===== config.mk =====
export PLATFORM = sky130hd
export DESIGN_NAME = axis_dac_sink_v1_0
export DESIGN_NICKNAME = d
export VERILOG_FILES = /design/src/rtl/axis_dac_sink_v1_0.sv
export SDC_FILE = /design/constraint.sdc
export NUM_CORES = 1
export LEC_CHECK = 0
export BUFFER_PORTS_ARGS = -buffer_cell sky130_fd_sc_hd__buf_2
export CORE_MARGIN = 5
export CORE_UTILIZATION = 37
export CTS_BUF_LIST = sky130_fd_sc_hd__clkbuf_16
export DETAILED_ROUTE_END_ITERATION = 12
export RECOVER_POWER = 100
export SYNTH_ARGS = -nofsm -noshare
export SYNTH_HDL_FRONTEND = slang
export SYNTH_SLANG_ARGS = --single-unit

===== constraint.sdc =====
create_clock -name aclk -period 3 [get_ports aclk]
set_input_delay 0.6 -clock aclk [delete_from_list [all_inputs] [get_ports aclk]]
set_output_delay 0.6 -clock aclk [all_outputs]
set_load 0.03 [all_outputs]

===== src/rtl/axis_dac_sink_v1_0.sv =====
// AXI4-Stream slave that buffers samples in a small FIFO and plays them out on a
// parallel DAC bus at a programmable tick rate. Define AXIS_DAC_OFFSET_BINARY_EN
// to emit offset-binary codes, with a mid-scale reset value, instead of two's complement.
module axis_dac_sink_v1_0 #(
  parameter int inout_width     = 16,
  parameter int fifo_depth_log2 = 4,
  parameter int rate_width      = 16,
  parameter int count_width     = 16
) (
  input  logic                       aclk,
  input  logic                       resetn,
  input  logic [inout_width-1:0]     s_axis_tdata,
  input  logic                       s_axis_tlast,
  input  logic                       s_axis_tvalid,
  output logic                       s_axis_tready,
  input  logic                       enable,
  input  logic [rate_width-1:0]      rate_div,
  input  logic                       clear_status,
  output logic [inout_width-1:0]     dac_data,
  output logic                       dac_strobe,
  output logic                       frame_end,
  output logic [fifo_depth_log2:0]   fifo_level,
  output logic                       underflow_flag,
  output logic [count_width-1:0]     underflow_count
);

  localparam int depth = 1 << fifo_depth_log2;
  localparam logic [fifo_depth_log2:0] full_level = (fifo_depth_log2+1)'(depth);

`ifdef AXIS_DAC_OFFSET_BINARY_EN
  localparam logic [inout_width-1:0] dac_reset_value = {1'b1, {(inout_width-1){1'b0}}};
`else
  localparam logic [inout_width-1:0] dac_reset_value = '0;
`endif

  logic [inout_width:0]         mem [depth];
  logic [fifo_depth_log2-1:0]   wr_ptr;
  logic [fifo_depth_log2-1:0]   rd_ptr;
  logic                         ready_en;
  logic [rate_width-1:0]        tick_cnt;
  logic                         tick;
  logic                         push;
  logic                         pop;
  logic                         underflow;
  logic [inout_width:0]         head;
  logic [inout_width-1:0]       head_code;

  // ready_en keeps tready low through reset and for the cycle after release.
  assign s_axis_tready = ready_en && (fifo_level != full_level);
  assign push          = s_axis_tvalid && s_axis_tready;
  assign tick          = enable && (tick_cnt == rate_div);
  assign pop           = tick && (fifo_level != '0);
  assign underflow     = tick && (fifo_level == '0);
  assign head          = mem[rd_ptr];

`ifdef AXIS_DAC_OFFSET_BINARY_EN
  assign head_code = {~head[inout_width-1], head[inout_width-2:0]};
`else
  assign head_code = head[inout_width-1:0];
`endif

  // NOTE: the storage array has no reset; fifo_level alone decides what is valid.
  always_ff @(posedge aclk) begin
    if (push) mem[wr_ptr] <= {s_axis_tlast, s_axis_tdata};
  end

  // NOTE: all state below uses non-blocking assignments so every flop samples pre-edge values.
  always_ff @(posedge aclk or negedge resetn) begin
    if (!resetn) begin
      ready_en   <= 1'b0;
      wr_ptr     <= '0;
      rd_ptr     <= '0;
      fifo_level <= '0;
    end else begin
      ready_en <= 1'b1;
      if (push) wr_ptr <= wr_ptr + 1'b1;
      if (pop)  rd_ptr <= rd_ptr + 1'b1;
      case ({push, pop})
        2'b10:   fifo_level <= fifo_level + 1'b1;
        2'b01:   fifo_level <= fifo_level - 1'b1;
        default: fifo_level <= fifo_level;
      endcase
    end
  end

  // Equality wrap means a rate_div lowered below the count runs on to rollover.
  always_ff @(posedge aclk or negedge resetn) begin
    if (!resetn) begin
      tick_cnt <= '0;
    end else if (!enable || tick) begin
      tick_cnt <= '0;
    end else begin
      tick_cnt <= tick_cnt + 1'b1;
    end
  end

  always_ff @(posedge aclk or negedge resetn) begin
    if (!resetn) begin
      dac_data   <= dac_reset_value;
      dac_strobe <= 1'b0;
      frame_end  <= 1'b0;
    end else begin
      dac_strobe <= pop;
      frame_end  <= pop && head[inout_width];
      if (pop) dac_data <= head_code;
    end
  end

  always_ff @(posedge aclk or negedge resetn) begin
    if (!resetn) begin
      underflow_flag  <= 1'b0;
      underflow_count <= '0;
    end else if (clear_status) begin
      underflow_flag  <= 1'b0;
      underflow_count <= '0;
    end else if (underflow) begin
      underflow_flag <= 1'b1;
      if (underflow_count != '1) underflow_count <= underflow_count + 1'b1;
    end
  end

endmodule


==> out/metrics.csv <==
metric,value,unit
status,"finished, violations left",
violations,"max-capacitance violations, max-slew violations",
fill_cells,3254,
worst_ep_arrival_time,3020,ps
syn_nets,778,
ir_drop,0.000492,V
clk_path_buf_depth,3,
synth_area_leader_cell,edfxtp_1,
power_density,649,nW/um^2
path_clk_slew,60,ps
cap_viol_max_count,1,
worstMarginPinSlew,1940,ps
antenna_found_initial,2,
fin_total_pwr,10.4,mW
max_slew_margin,-29.5,%
area_growth_syn_to_layout,16.3,%
clk_latency,530,ps
end_kind,register,
grt_pass1_vias,7275,
dieHeight,203,um
viasPerCell,5.26,
cts_root_buffer,clkbuf_16,
grt_max_degree,72,
start_util,37.5,%
ant_nets,0,
nets,910,
routed_wl,30.2,mm
fin_crit,2830,ps
rsz0062_at_grt,false,
synth-edff-count,272,
synth-seq-area-share,71.3,%
slew_violations,66,
netlist_instances,728,
ys_async_sr_fraction,19.3,%
drcViolationCount,0,
core.rowCount,70,
ys_top_cells_by_area,"edfxtp_1 (59%), mux4_2 (14%), dfrtp_1 (12%), mux2_4 (1.9%), xor2_1 (1.8%)",
startpoint_type,register,
required,3200,ps
synth.avg_cell_area,18.9,sq um
core-area,36600,sq um
cts.sinks,337,
io_pins,79,
htree_levels,2,
die_x,203,um
p_leak,5.40,nW
grt_use_total,14.8,%
hold_path_class,input port to register,
dr.pass1.iters,4,
synth_flop_cell,edfxtp_1,
tns,0,ps
yosysUniqueCellTypes,42,
finalCritPeriodShare,94.2,%
hold_viol_final,0,
dieArea,41100,sq um
yosysWarnings,0,
cts_tree,built,
crit_type,register to register,
setup_violations,0,
fmaxAchievable,0.354,GHz
drive_gt1_share,25.0,%
synth_seq_cells,337,
grt_first_pass_wirelength,46.4,mm
hpwl,17.6,mm
hold_buffers,0,
antenna_cells_inserted,0,
cts_buffers,36,
skew,24.8,ps
overflow,0,
synth.top_cell.area_share,59.5,%
vias,7135,
routedWlPerCell,22.3,um
drt-initial-drc-count,470,
cp_max_fo,8,
portBuffers,78,
synth_area,13700,sq um
finalWeightedCongestion,0.795,
[placed cells by master, fill, tap and decap left out, types with 3 or more instances in the layout]
| cell type | synthesis | routed |
|---|---|---|
| a21oi_1 | 15 | 15 |
| mux2_1 | 0 | 17 |
| or4_1 | 8 | 8 |
| mux4_2 | 83 | 83 |
| buf_2 | 8 | 19 |
| clkbuf_1 | 22 | 63 |
| and3_1 | 8 | 8 |
| xnor2_1 | 12 | 12 |
| and4_1 | 4 | 4 |
| clkinv_2 | 0 | 7 |
| buf_4 | 1 | 25 |
| o21ai_0 | 11 | 9 |
| nand2b_1 | 4 | 4 |
| clkbuf_16 | 0 | 37 |
| or3_1 | 6 | 6 |
| nand4_1 | 21 | 21 |
| nor2_1 | 40 | 32 |
| inv_1 | 10 | 17 |
| nand2_1 | 22 | 22 |
| clkinv_1 | 0 | 9 |
| nor3_1 | 10 | 7 |
| clkbuf_2 | 0 | 15 |
| xor2_1 | 28 | 28 |
| dfrtp_1 | 65 | 62 |
| o31ai_1 | 7 | 7 |
| buf_12 | 0 | 5 |
| edfxtp_1 | 272 | 272 |
| nor2_2 | 0 | 8 |
| ha_1 | 11 | 11 |
| clkinvlp_4 | 0 | 3 |
| nor2b_1 | 6 | 6 |
| nand3_1 | 12 | 12 |
[metrics by stage]
stage	worst slack, ps	utilization [%]	area [sq um]	cells	hold slack (ps)
after detailed placement	-220	41.1	15100	1289	490
after global placement	-157	41.1	15100	1289	490
after global routing	8.08	43.6	16000	1356	374
final	174	43.6	16000	1356	396
after floorplan	-243	-	13800	728	304
after CTS	14.1	44.2	16200	1355	268
[path summary, 6_finish.rpt]
kind / start / to / slack [ps] / cells after the start
setup / recovery: fifo_level[3] / mem[10][3] / 170 / 7
hold / removal: enable / tick_cnt[1] / 400 / 2
setup reg to reg: fifo_level[3] / mem[10][3] / 170 / 7
hold reg to reg: dac_data[9] / dac_data[9] / 500 / 1
max in group asynchronous: resetn / rd_ptr[0] / 980 / 1
min in group asynchronous: resetn / dac_data[2] / 610 / 1
[worst max-delay path, stage by stage (launching register included)]
cell	delay, ps
dfrtp_1	420
or4_1	210
o21a_1	150
and2_0	230
buf_4	190
nand2_1	150
nor2_1	700
clkbuf_2	440
[cells in the mapped netlist (2+ instances only)]
| master | n |
|---|---|
| nor3_1 | 10 |
| nand4_1 | 21 |
| and4_1 | 4 |
| a21oi_1 | 15 |
| xor2_1 | 28 |
| nor4_4 | 2 |
| mux4_2 | 83 |
| buf_6 | 3 |
| nand3_1 | 12 |
| nand2_1 | 22 |
| nor4_1 | 3 |
| or3_1 | 6 |
| or4_1 | 8 |
| a22oi_1 | 2 |
| buf_2 | 8 |
| nand2b_1 | 4 |
| dfrtp_1 | 65 |
| ha_1 | 11 |
| and3_1 | 8 |
| nor2b_1 | 6 |
| clkbuf_1 | 22 |
| o31ai_1 | 7 |
| xnor2_1 | 12 |
| inv_1 | 10 |
| mux2i_1 | 2 |
| mux2_4 | 17 |
| o21ai_0 | 11 |
| mux2_2 | 2 |
| edfxtp_1 | 272 |
| nor2_1 | 40 |
[repair_timing]
action                                  in CTS  in global routing
endpoints found under the setup margin       0                  1
resized for setup                            0                  6
buffers inserted                             0                  1
[cell type report]
type | instances | area, sq um | share of cell area [%]
clock buffers | 37 | 926 | 5.80
clock inverters | 29 | 194 | 1.21
inverters | 10 | 37.5 | 0.235
multi-input cells | 346 | 3710 | 23.2
flip-flops and latches | 337 | 9800 | 61.4
well taps | 468 | 586 | 3.67
repair buffers | 129 | 709 | 4.44
[state kept, by name, summed over array words and instances, names as in the netlist]
register / flops
mem: 272
dac_data: 16
tick_cnt: 16
underflow_count: 16
fifo_level: 5
rd_ptr: 4
wr_ptr: 4
dac_strobe: 1
frame_end: 1
ready_en: 1
underflow_flag: 1
[metal layers]
layer / global-route usage, % / up-vias / wire [um]
met5: 0 / - / 34
met4: 3.03 / 4 / 445
met3: 2.99 / 41 / 1850
met2: 23.6 / 210 / 14300
met1: 21.5 / 3704 / 13600
li1: - / 3176 / -
[cells by family after synthesis]
kind of cell / share of synthesized area, %
compound gates: 1.62
xor+xnor: 2.55
fa+ha+maj: 1.15
buf+inv: 1.49
flops: 71.3
mux: 15.8
other cells: 0.0273
simple gates: 6.03
[where the power goes]
group	total (mW)	switching (mW)	internal, mW
clock	4.15	1.80	2.34
combinational	0.785	0.524	0.261
sequential	5.43	0.126	5.30
total	10.4	2.45	7.91
No activity file was read; power rests on OpenSTA's default activity.
